**src/rtl/i2s_tx.sv**
```systemverilog
// I2S / left-justified stereo transmitter.
// One free-running 10-bit counter produces every clock, so MCLK, SCK and LRCK
// are bits of a single register and stay phase-locked to each other.
// Both samples are captured once per frame.
// Serial data changes on SCK falling edges, so a DAC that samples on SCK rising
// edges sees stable data.
module i2s_tx #(
  parameter int SDIN_DELAY = 1  // SCK slots from LRCK edge to MSB: 1 = I2S, 0 = left-justified
) (
  input  logic        clk,
  input  logic        rst,
  input  logic        en,
  input  logic        mute,
  input  logic [15:0] audio_left,
  input  logic [15:0] audio_right,
  output logic        audio_mclk,
  output logic        audio_sck,
  output logic        audio_lrck,
  output logic        audio_sdin,
  output logic        sample_tick
);

  logic [9:0]  cnt_reg;
  logic [15:0] hold_l_reg;
  logic [15:0] hold_r_reg;
  logic        sdin_reg;
  logic        tick_reg;

  logic        frame_end;
  logic        sck_fall;
  logic [15:0] hold_l_next;
  logic [15:0] hold_r_next;
  logic [5:0]  slot_next;
  logic [4:0]  k_off;
  logic        in_word;
  logic [15:0] word_next;
  logic [15:0] word_rev;
  logic        sdin_next;

  assign frame_end = (cnt_reg == 10'd1023);
  assign sck_fall  = (cnt_reg[3:0] == 4'd15);

  // Holding registers take new samples only at the end of a frame.
  always_comb begin
    hold_l_next = hold_l_reg;
    hold_r_next = hold_r_reg;
    if (frame_end) begin
      hold_l_next = mute ? 16'h0000 : audio_left;
      hold_r_next = mute ? 16'h0000 : audio_right;
    end
  end

  // Data for the slot that starts after this SCK falling edge. The word is
  // taken from the *next* holding value so that, at the frame wrap, slot 0
  // can already carry the freshly latched left MSB in left-justified mode.
  // An offset of 16..31, including the wrapped value for k'=0 with a one-slot
  // delay, means the slot lies outside the 16-bit word and carries zero.
  assign slot_next = cnt_reg[9:4] + 6'd1;
  assign k_off     = slot_next[4:0] - 5'(SDIN_DELAY);
  assign in_word   = ~k_off[4];
  assign word_next = slot_next[5] ? hold_r_next : hold_l_next;

  // Bit-reverse the word so offset 0 selects the MSB.
  genvar gi;
  generate
    for (gi = 0; gi < 16; gi++) begin : g_rev
      assign word_rev[gi] = word_next[15-gi];
    end
  endgenerate

  assign sdin_next = in_word ? word_rev[k_off[3:0]] : 1'b0;

  // Counter, holding registers, serial data and frame tick.
  always_ff @(posedge clk) begin
    if (rst || !en) begin
      cnt_reg    <= 10'd0;
      hold_l_reg <= 16'h0000;
      hold_r_reg <= 16'h0000;
      sdin_reg   <= 1'b0;
      tick_reg   <= 1'b0;
    end else begin
      cnt_reg    <= cnt_reg + 10'd1;
      hold_l_reg <= hold_l_next;
      hold_r_reg <= hold_r_next;
      tick_reg   <= frame_end;
      if (sck_fall) begin
        sdin_reg <= sdin_next;
      end
    end
  end

  assign audio_mclk  = cnt_reg[1];
  assign audio_sck   = cnt_reg[3];
  assign audio_lrck  = cnt_reg[9];
  assign audio_sdin  = sdin_reg;
  assign sample_tick = tick_reg;

endmodule

```
**config.mk**
```make
export PLATFORM = sky130hd
export DESIGN_NAME = i2s_tx
export DESIGN_NICKNAME = d
export VERILOG_FILES = /design/src/rtl/i2s_tx.sv
export SDC_FILE = /design/constraint.sdc
export NUM_CORES = 1
export LEC_CHECK = 0
export BUFFER_PORTS_ARGS = -buffer_cell sky130_fd_sc_hd__buf_4
export CAP_MARGIN = 40
export CORE_UTILIZATION = 38
export DETAILED_ROUTE_END_ITERATION = 16
export SLEW_MARGIN = 10
export SYNTH_ARGS = -nofsm -noshare
export SYNTH_HDL_FRONTEND = slang
export SYNTH_SLANG_ARGS = --single-unit
```
**constraint.sdc**
```tcl
create_clock -name clk -period 2.49 [get_ports clk]
set_clock_uncertainty 0.2 [all_clocks]
set_input_delay 0.249 -clock clk [delete_from_list [all_inputs] [get_ports clk]]
set_output_delay 0.249 -clock clk [all_outputs]
set_load 0.005 [all_outputs]
```
== After elaboration in Yosys (flattened, before gate mapping) ==
Cells that the tools add are included.

* Bits in registers: 44
* Input bits: 36
* Output and inout bits: 5

* Muxes and demuxes: 8
* Equal/unequal tests: 2
* $lt $le $gt $ge: 1
* Reduce and logical (&&, ||, !) cells: 2
* Add/subtract/negate cells: 3

{| class="wikitable"
|+ Operators with widths
! operator !! count
|-
| 16-bit two-way mux || 5
|-
| 10-bit by 1-bit adder with 10-bit output (second input constant) || 1
|-
| 10-bit == test (second input constant) || 1
|-
| 6-bit by 1-bit adder with 6-bit output (second input constant) || 1
|-
| 4-bit by 5-bit less-than comparator with 1-bit output (second input constant) || 1
|-
| 5-bit by 1-bit subtractor with 5-bit output (second input constant) || 1
|-
| 1-bit binary-select mux with 4-bit select || 1
|-
| 4-bit == test (second input constant) || 1
|-
| 1-bit two-way mux || 2
|-
| 1-bit logical NOT || 1
|-
| 1-bit logical OR || 1
|}

== Longest topological paths before layout ==
Gate-level depths: netlist (run 1).

* Depth after elaboration: 6
* Depth in mapped cells: 10
* Depth with buffers taken out: 8

== Worst setup path before layout (run 1) ==
Ideal clock, no wire load.

* Kind: flip-flop to flip-flop
* Start point: reg cnt_reg[5]
* End point: reg sdin_reg (netlist: audio_sdin)
* Setup time: 0.130 ns
* Slack: -0.041 ns
* Stages on the path, launching flop included: 9
* Clock period less this slack: 2.531 ns
* Buffers on the path: 1
* Data arrival time: 2.202 ns
* Path through: dfxtp_1 buf_2 nand4_4 o21a_1 nor2_4 mux4_2 a41o_1 a2111oi_2 a21oi_1

* Longest elaborated chain between the ends: 6
* Elaborated cells on any way between the ends: 9

{| class="wikitable"
|+ Ends and longest elaborated chain
! element !! RTL line !! source
|-
| from (decl) || 23 || <nowiki>logic [9:0] cnt_reg;</nowiki>
|-
| from (signal assigned) || 82 || <nowiki>cnt_reg <= cnt_reg + 10'd1;</nowiki>
|-
| parallel branches: the longest is 5 deep, another holds 6-bit by 1-bit adder with 6-bit output || - ||
|-
| 1-bit two-way mux * || 71 || <nowiki>assign sdin_next = in_word ? word_rev[k_off[3:0]] : 1'b0;</nowiki>
|-
| to (signal assigned) || 87 || <nowiki>sdin_reg <= sdin_next;</nowiki>
|-
| to (decl) || 26 || <nowiki>logic sdin_reg;</nowiki>
|}

Mark *: on every way between the ends. The select of a mux whose other input is x is not followed.
A chain may end at the register's enable or synchronous reset.

== Worst setup path in the final report (run 1) ==
* Start point: reg cnt_reg[1]
* End point: reg sdin_reg (netlist: audio_sdin)

* Longest elaborated chain between the ends: 6
* Elaborated cells on any way between the ends: 8

{| class="wikitable"
|+ Ends and longest elaborated chain
! element !! RTL line !! source
|-
| 10-bit == test || 40 || <nowiki>assign frame_end = (cnt_reg == 10'd1023);</nowiki>
|-
| 16-bit two-way mux || 47 || <nowiki>if (frame_end) begin</nowiki>
|-
| 16-bit two-way mux || 61 || <nowiki>assign word_next = slot_next[5] ? hold_r_next : hold_l_next;</nowiki>
|-
| 1-bit binary-select mux with 4-bit select || 71 ||
|-
| 1-bit two-way mux (implied by the code) || 71 ||
|-
| 1-bit two-way mux || 71 ||
|}

Several ways; a longest one is shown, not always the timed one. The select of a mux whose other input is x is not followed.

==> results of run 1 <==
[stage by stage]
stage               hold WS [ns]  total power [mW]  instances  util, %  cell area, um2
detailed placement         0.247             0.807        413     48.1            2900
CTS                       0.0108              1.38        421     50.7            3060
global placement           0.243             0.807        413     48.1            2900
finish                    0.0205              1.37        424     53.1            3200
global route              0.0183              1.42        424     53.1            3200
floorplan                  0.213             0.754        301        -            2420
[layout make-up]
type                            instances  area, um2  area share, %
Clock buffer                            6       82.6           2.58
Clock inverter                          2       38.8           1.21
Inverter                               24       90.1           2.82
Multi-Input combinational cell        207       1460           45.6
Sequential cell                        44        887           27.7
Tap cell                               75       93.8           2.93
Timing Repair Buffer                   66        547           17.1
[path summary, 6_finish.rpt]
check                                                  to  cells after the start                       from  slack, ns
worst max-delay path              audio_sdin$_SDFFE_PP0N_                      9      cnt_reg[1]$_SDFF_PP0_       0.07
worst min register to register  hold_l_reg[14]$_SDFF_PP0_                      2  hold_l_reg[14]$_SDFF_PP0_       0.25
worst min-delay path             hold_l_reg[1]$_SDFF_PP0_                      3              audio_left[1]       0.02
worst max register to register    audio_sdin$_SDFFE_PP0N_                      9      cnt_reg[1]$_SDFF_PP0_       0.07
[logic make-up (layout without fill, tap and decap cells)]
kind of cell	after synthesis	after routing
AOI/OAI and AO/OA	66	66
muxes	13	13
xor gates and xnor gates	9	9
and+or+nand+nor	116	116
adders and majority gates	3	3
DFF	44	44
buffers and inverters	50	98
[worst max-delay path, delay by kind of cell (launching register included)]
| kind | cells | cell delay [ns] |
|---|---|---|
| compound gates | 3 | 0.36 |
| fa+ha+maj | 1 | 0.15 |
| buf+inv | 1 | 0.20 |
| flops | 1 | 0.36 |
| mux | 2 | 0.66 |
| simple gates | 2 | 0.42 |
[power by group]
part / total [mW] / switching (mW) / internal [mW] / leakage, nW
Sequential: 0.706 / 0.00158 / 0.705 / 0.357
Combinational: 0.0891 / 0.0408 / 0.0483 / 0.813
Clock: 0.578 / 0.250 / 0.328 / 0.0614
Total: 1.37 / 0.292 / 1.08 / 1.23
[cell usage in the layout (no fill, tap or decap), types with 3 or more instances in the layout]
master    Yosys  routed
a21oi_1      39      38
a31oi_1       3       3
buf_4         1      58
buf_6         0       5
clkbuf_8      0       6
dfxtp_1      44      39
dfxtp_2       0       5
inv_1        23      23
mux2_2        3       3
mux2i_1       6       6
mux4_2        4       4
nand2_1      19      19
nand3_1       6       6
nand3b_1     11      11
nor2_1       35      34
nor2b_1       4       4
nor3_1        3       3
nor3b_1       3       3
nor4_1       19      12
nor4_2        1       7
o21ai_0       9       9
or3_1         4       4
xnor2_1       5       4
xor2_1        4       4
[layer usage]
layer	global-route usage (%)	share of wire (%)
met1	26.9	48
met2	30.7	48
met3	3.33	2.6
met4	6.32	1.5
met5	0	0
[repair_timing]
action / in CTS / in global routing
gates resized for setup: 7 / 25
endpoints found under the setup margin: 1 / 1
pin swaps: 0 / 4
setup buffers: 0 / 3
==> flow_summary.ini, run 1 <==
[detailed_routing]
wirelength_mm = 5.97
drt_iter0_markers = 149
ant_nets = 0
dr.pass1.iters = 5
dr_total_vias = 2273
drc = 0
wl_per_cell_um = 14.1
vias_per_cell = 5.36

[finish]
layout-drive-gt1-share_pct = 30.9
n_antenna_cell = 0
syn_to_final_growth_pct = 32.3
nets = 387
num-fill-cells = 574

[critical_path]
worst_setup_path_start_kind = register
slowest_stage = mux4_2
worstPathRequired_ns = 2.51
cp_cell_sequence = ha_4 > nand4_4 > buf_8 > nor4_1 > a21oi_1 > mux4_2 > mux2i_1 > a221oi_1 > a21oi_1
critPathMaxStageDelay_ns = 0.46
path_class = reg -> reg
critPathMostFrequentCell = a21oi_1
crit_arrival_ns = 2.45
crit_fanout = 16
endpoint_kind = register

[floorplan]
dieWidth_um = 81.8
io_pins = 41
die-area_um2 = 6680
start_util_pct = 40.1
die_height_um = 81.8
core_um2 = 6030
rows = 28

[global_route]
gr-total-overflow = 0
antenna_found_initial = 0
grt_use_total_pct = 19.5
grt_max_degree = 44
grt_pass1_vias = 1995
grt_pass1_wl_mm = 9.87

[synth]
synth_most_common_cell = dfxtp_1
synth_top_family_by_area = simple AND/OR/NAND/NOR gates
ys_async_sr_fraction_pct = 0
synth-xor-area-share_pct = 3.26
synth_adder_area_share_pct = 1.55
yosys_most_used_dff = dfxtp_1
yosysUniqueCellTypes = 48
yosysTopAreaCellShare_pct = 36.4
synthSimpleGateAreaFrac_pct = 26.7
syn_avg_cell_area_um2 = 8.03
synth-warning-count = 0
ys_top_cells_by_count = 44 x dfxtp_1, 39 x a21oi_1, 35 x nor2_1
synth_area_leaders = dfxtp_1 36%, a21oi_1 8.1%, nor2_1 5.4%
synth_compound_area_share_pct = 16.1
muxShareOfSynthArea_pct = 7.61
ys_ff_latch = 44
synthCells = 301
synth_largest_area_cell = dfxtp_1
synth_edf_count = 0
ys_seq_area_share_pct = 36.4
syn-num-nets = 340
syn_area_um2 = 2420

[timing]
worst_slew_pin_slew_ns = 0.461
fin_crit_ns = 2.42
period_share_pct = 97.2
drv_slew = 0
setup_tns_ns = 0
worst_slack_ns = 0.0698
hold_violations = 0
fmax_mhz = 413
finalSetupViolations = 0
relSlewSlack_pct = 69.3

[hold_path]
hp-class = in -> reg

[power_and_ir_drop]
vdd.ir_drop.worst_uv = 329
p_per_area_nw_per_um2 = 429
p_leak_nw = 1.23

[clocking]
cts_buffer_depth = 2
clk_latency_ns = 0.30
cts_root_buffer = clkbuf_8
clock-sinks = 44
clkTransAtPathRegs_ns = 0.08
h-tree-depth = 2
tritoncts = done
cts_hold_buf = 0
numCtsBuffers = 5

[placement]
gp_congestion = 0.780
numPortBuffers = 40
hpwl_mm = 4.07
place_ws_ns = -0.0727

[job]
cap_violations = 0

[status]
status = completed
Power figures use the tool's default switching activity.
==> run 2: changes to the inputs <==
==> constraint.sdc (replaced) <==
create_clock -name clk -period 3 [get_ports clk]
set_clock_uncertainty 0.2 [all_clocks]
set_input_delay 0.3 -clock clk [delete_from_list [all_inputs] [get_ports clk]]
set_output_delay 0.3 -clock clk [all_outputs]
set_load 0.005 [all_outputs]
==> run 2 against run 1 <==
  * Sequential power decreased by 17%
  * Die area unchanged
  * Critical path depth unchanged
  * First-iteration DRC count decreased by 0.67%
  * Critical path type unchanged
  * Largest power group unchanged
==> flow_summary.ini, run 2 (synthesis gave the netlist of run 1 again) <==
[status]
status = completed

[critical_path]
cp_cell_sequence = ha_1 > nand4_2 > buf_4 > nor4_1 > a21oi_1 > mux4_2 > a22oi_1 > a221oi_1 > a21oi_1
slowest_stage = mux4_2
critPathMaxStageDelay_ns = 0.46
crit_fanout = 23
endpoint_kind = register
path_class = reg -> reg
worst_setup_path_start_kind = register
critPathMostFrequentCell = a21oi_1
cp-startpoint = cnt_reg[4]$_SDFF_PP0_
crit_arrival_ns = 2.58
r2r-start = cnt_reg[4]$_SDFF_PP0_
worstPathRequired_ns = 3.04

[detailed_routing]
dr_total_vias = 2191
drt_iter0_markers = 148
ant_nets = 0
dr.pass1.iters = 4
wirelength_mm = 5.61
drc = 0
wl_per_cell_um = 13.7
vias_per_cell = 5.34

[clocking]
cts_root_buffer = clkbuf_8
numCtsBuffers = 5
postCtsSetupBuffers = 0
clkTransAtPathRegs_ns = 0.09
cts_hold_buf = 0
cts_buffer_depth = 2
post_cts_resized = 0
h-tree-depth = 2
tritoncts = done
clock-sinks = 44
clk_latency_ns = 0.30

[finish]
fin_area_um2 = 2900
fin_util_pct = 48.1
final_common_cell = buf_4
fin_cells = 410
n_antenna_cell = 0
nets = 373
layout-drive-gt1-share_pct = 22.1
final_cell_mix = 51 x buf_4, 44 x dfxtp_1, 39 x a21oi_1
syn_to_final_growth_pct = 19.9

[power_and_ir_drop]
p_per_area_nw_per_um2 = 364
p_leak_nw = 1.10
vdd.ir_drop.worst_uv = 210

[floorplan]
die-area_um2 = 6680
core_um2 = 6030
dieWidth_um = 81.8
rows = 28
io_pins = 41
start_util_pct = 40.1
die_height_um = 81.8

[job]
cap_violations = 0

[placement]
numPortBuffers = 40
dp.cells = 402
place_area_um2 = 2800
gp_congestion = 0.829
hpwl_mm = 3.95

[timing]
finalSetupViolations = 0
worst_slew_pin_slew_ns = 0.585
fmax_mhz = 394
setup_tns_ns = 0
rsz0062_at_grt = false
relSlewSlack_pct = 60.7
fin_crit_ns = 2.54
hold_violations = 0
period_share_pct = 84.7
drv_slew = 0

[global_route]
antenna_found_initial = 0
grt_use_total_pct = 19.0
gr-total-overflow = 0
grt_max_degree = 45
grt_pass1_vias = 2026
grt_pass1_wl_mm = 9.58

[hold_path]
min_from = audio_left[1]
hp-class = in -> reg
==> run 2: final cells by class <==
class	instances	area [um2]
Multi-Input combinational cell	207	1330
Fill cell	620	3130
Clock buffer	6	82.6
Clock inverter	2	15.0
Timing Repair Buffer	52	403
Sequential cell	44	881
Inverter	24	90.1
Tap cell	75	93.8
==> run 2: worst max-delay path: cells and delay by family, from the launching register on <==
kind,cells,cell delay (ns)
AND/OR/NAND/NOR,2,0.41
flip-flops,1,0.35
AO/OA/AOI/OAI,4,0.53
buffers and inverters,1,0.24
multiplexers,1,0.46
adder cells (fa/ha/maj),1,0.28
==> run 2: layer usage <==
metal,wire length (um),vias up,GRT usage [%]
li1,-,1115,-
met1,2670,1022,25.5
met2,2620,49,30.6
met3,243,5,2.78
met4,75,0,7.19
met5,0,-,0
==> run 2: final timing paths <==
kind / to / slack [ns] / depth (start not counted)
setup / recovery: audio_sdin$_SDFFE_PP0N_ / 0.46 / 9
hold / removal: hold_l_reg[1]$_SDFF_PP0_ / 0.07 / 3
setup reg to reg: audio_sdin$_SDFFE_PP0N_ / 0.46 / 9
hold reg to reg: hold_l_reg[14]$_SDFF_PP0_ / 0.25 / 2
==> run 2: power breakdown <==
group          switching (mW)  leakage [nW]  internal [mW]
combinational          0.0296         0.706         0.0375
sequential            0.00120         0.354          0.585
clock                   0.215        0.0434          0.187
total                   0.246          1.10          0.809
==> run 2: through the flow <==
stage               setup slack (ns)  hold slack (ns)  total power [mW]
global placement               0.472            0.239             0.668
global route                   0.160           0.0564              1.10
finish                         0.460           0.0720              1.05
detailed placement             0.439            0.244             0.668
floorplan                      0.469            0.225             0.626
CTS                            0.417           0.0619              1.07
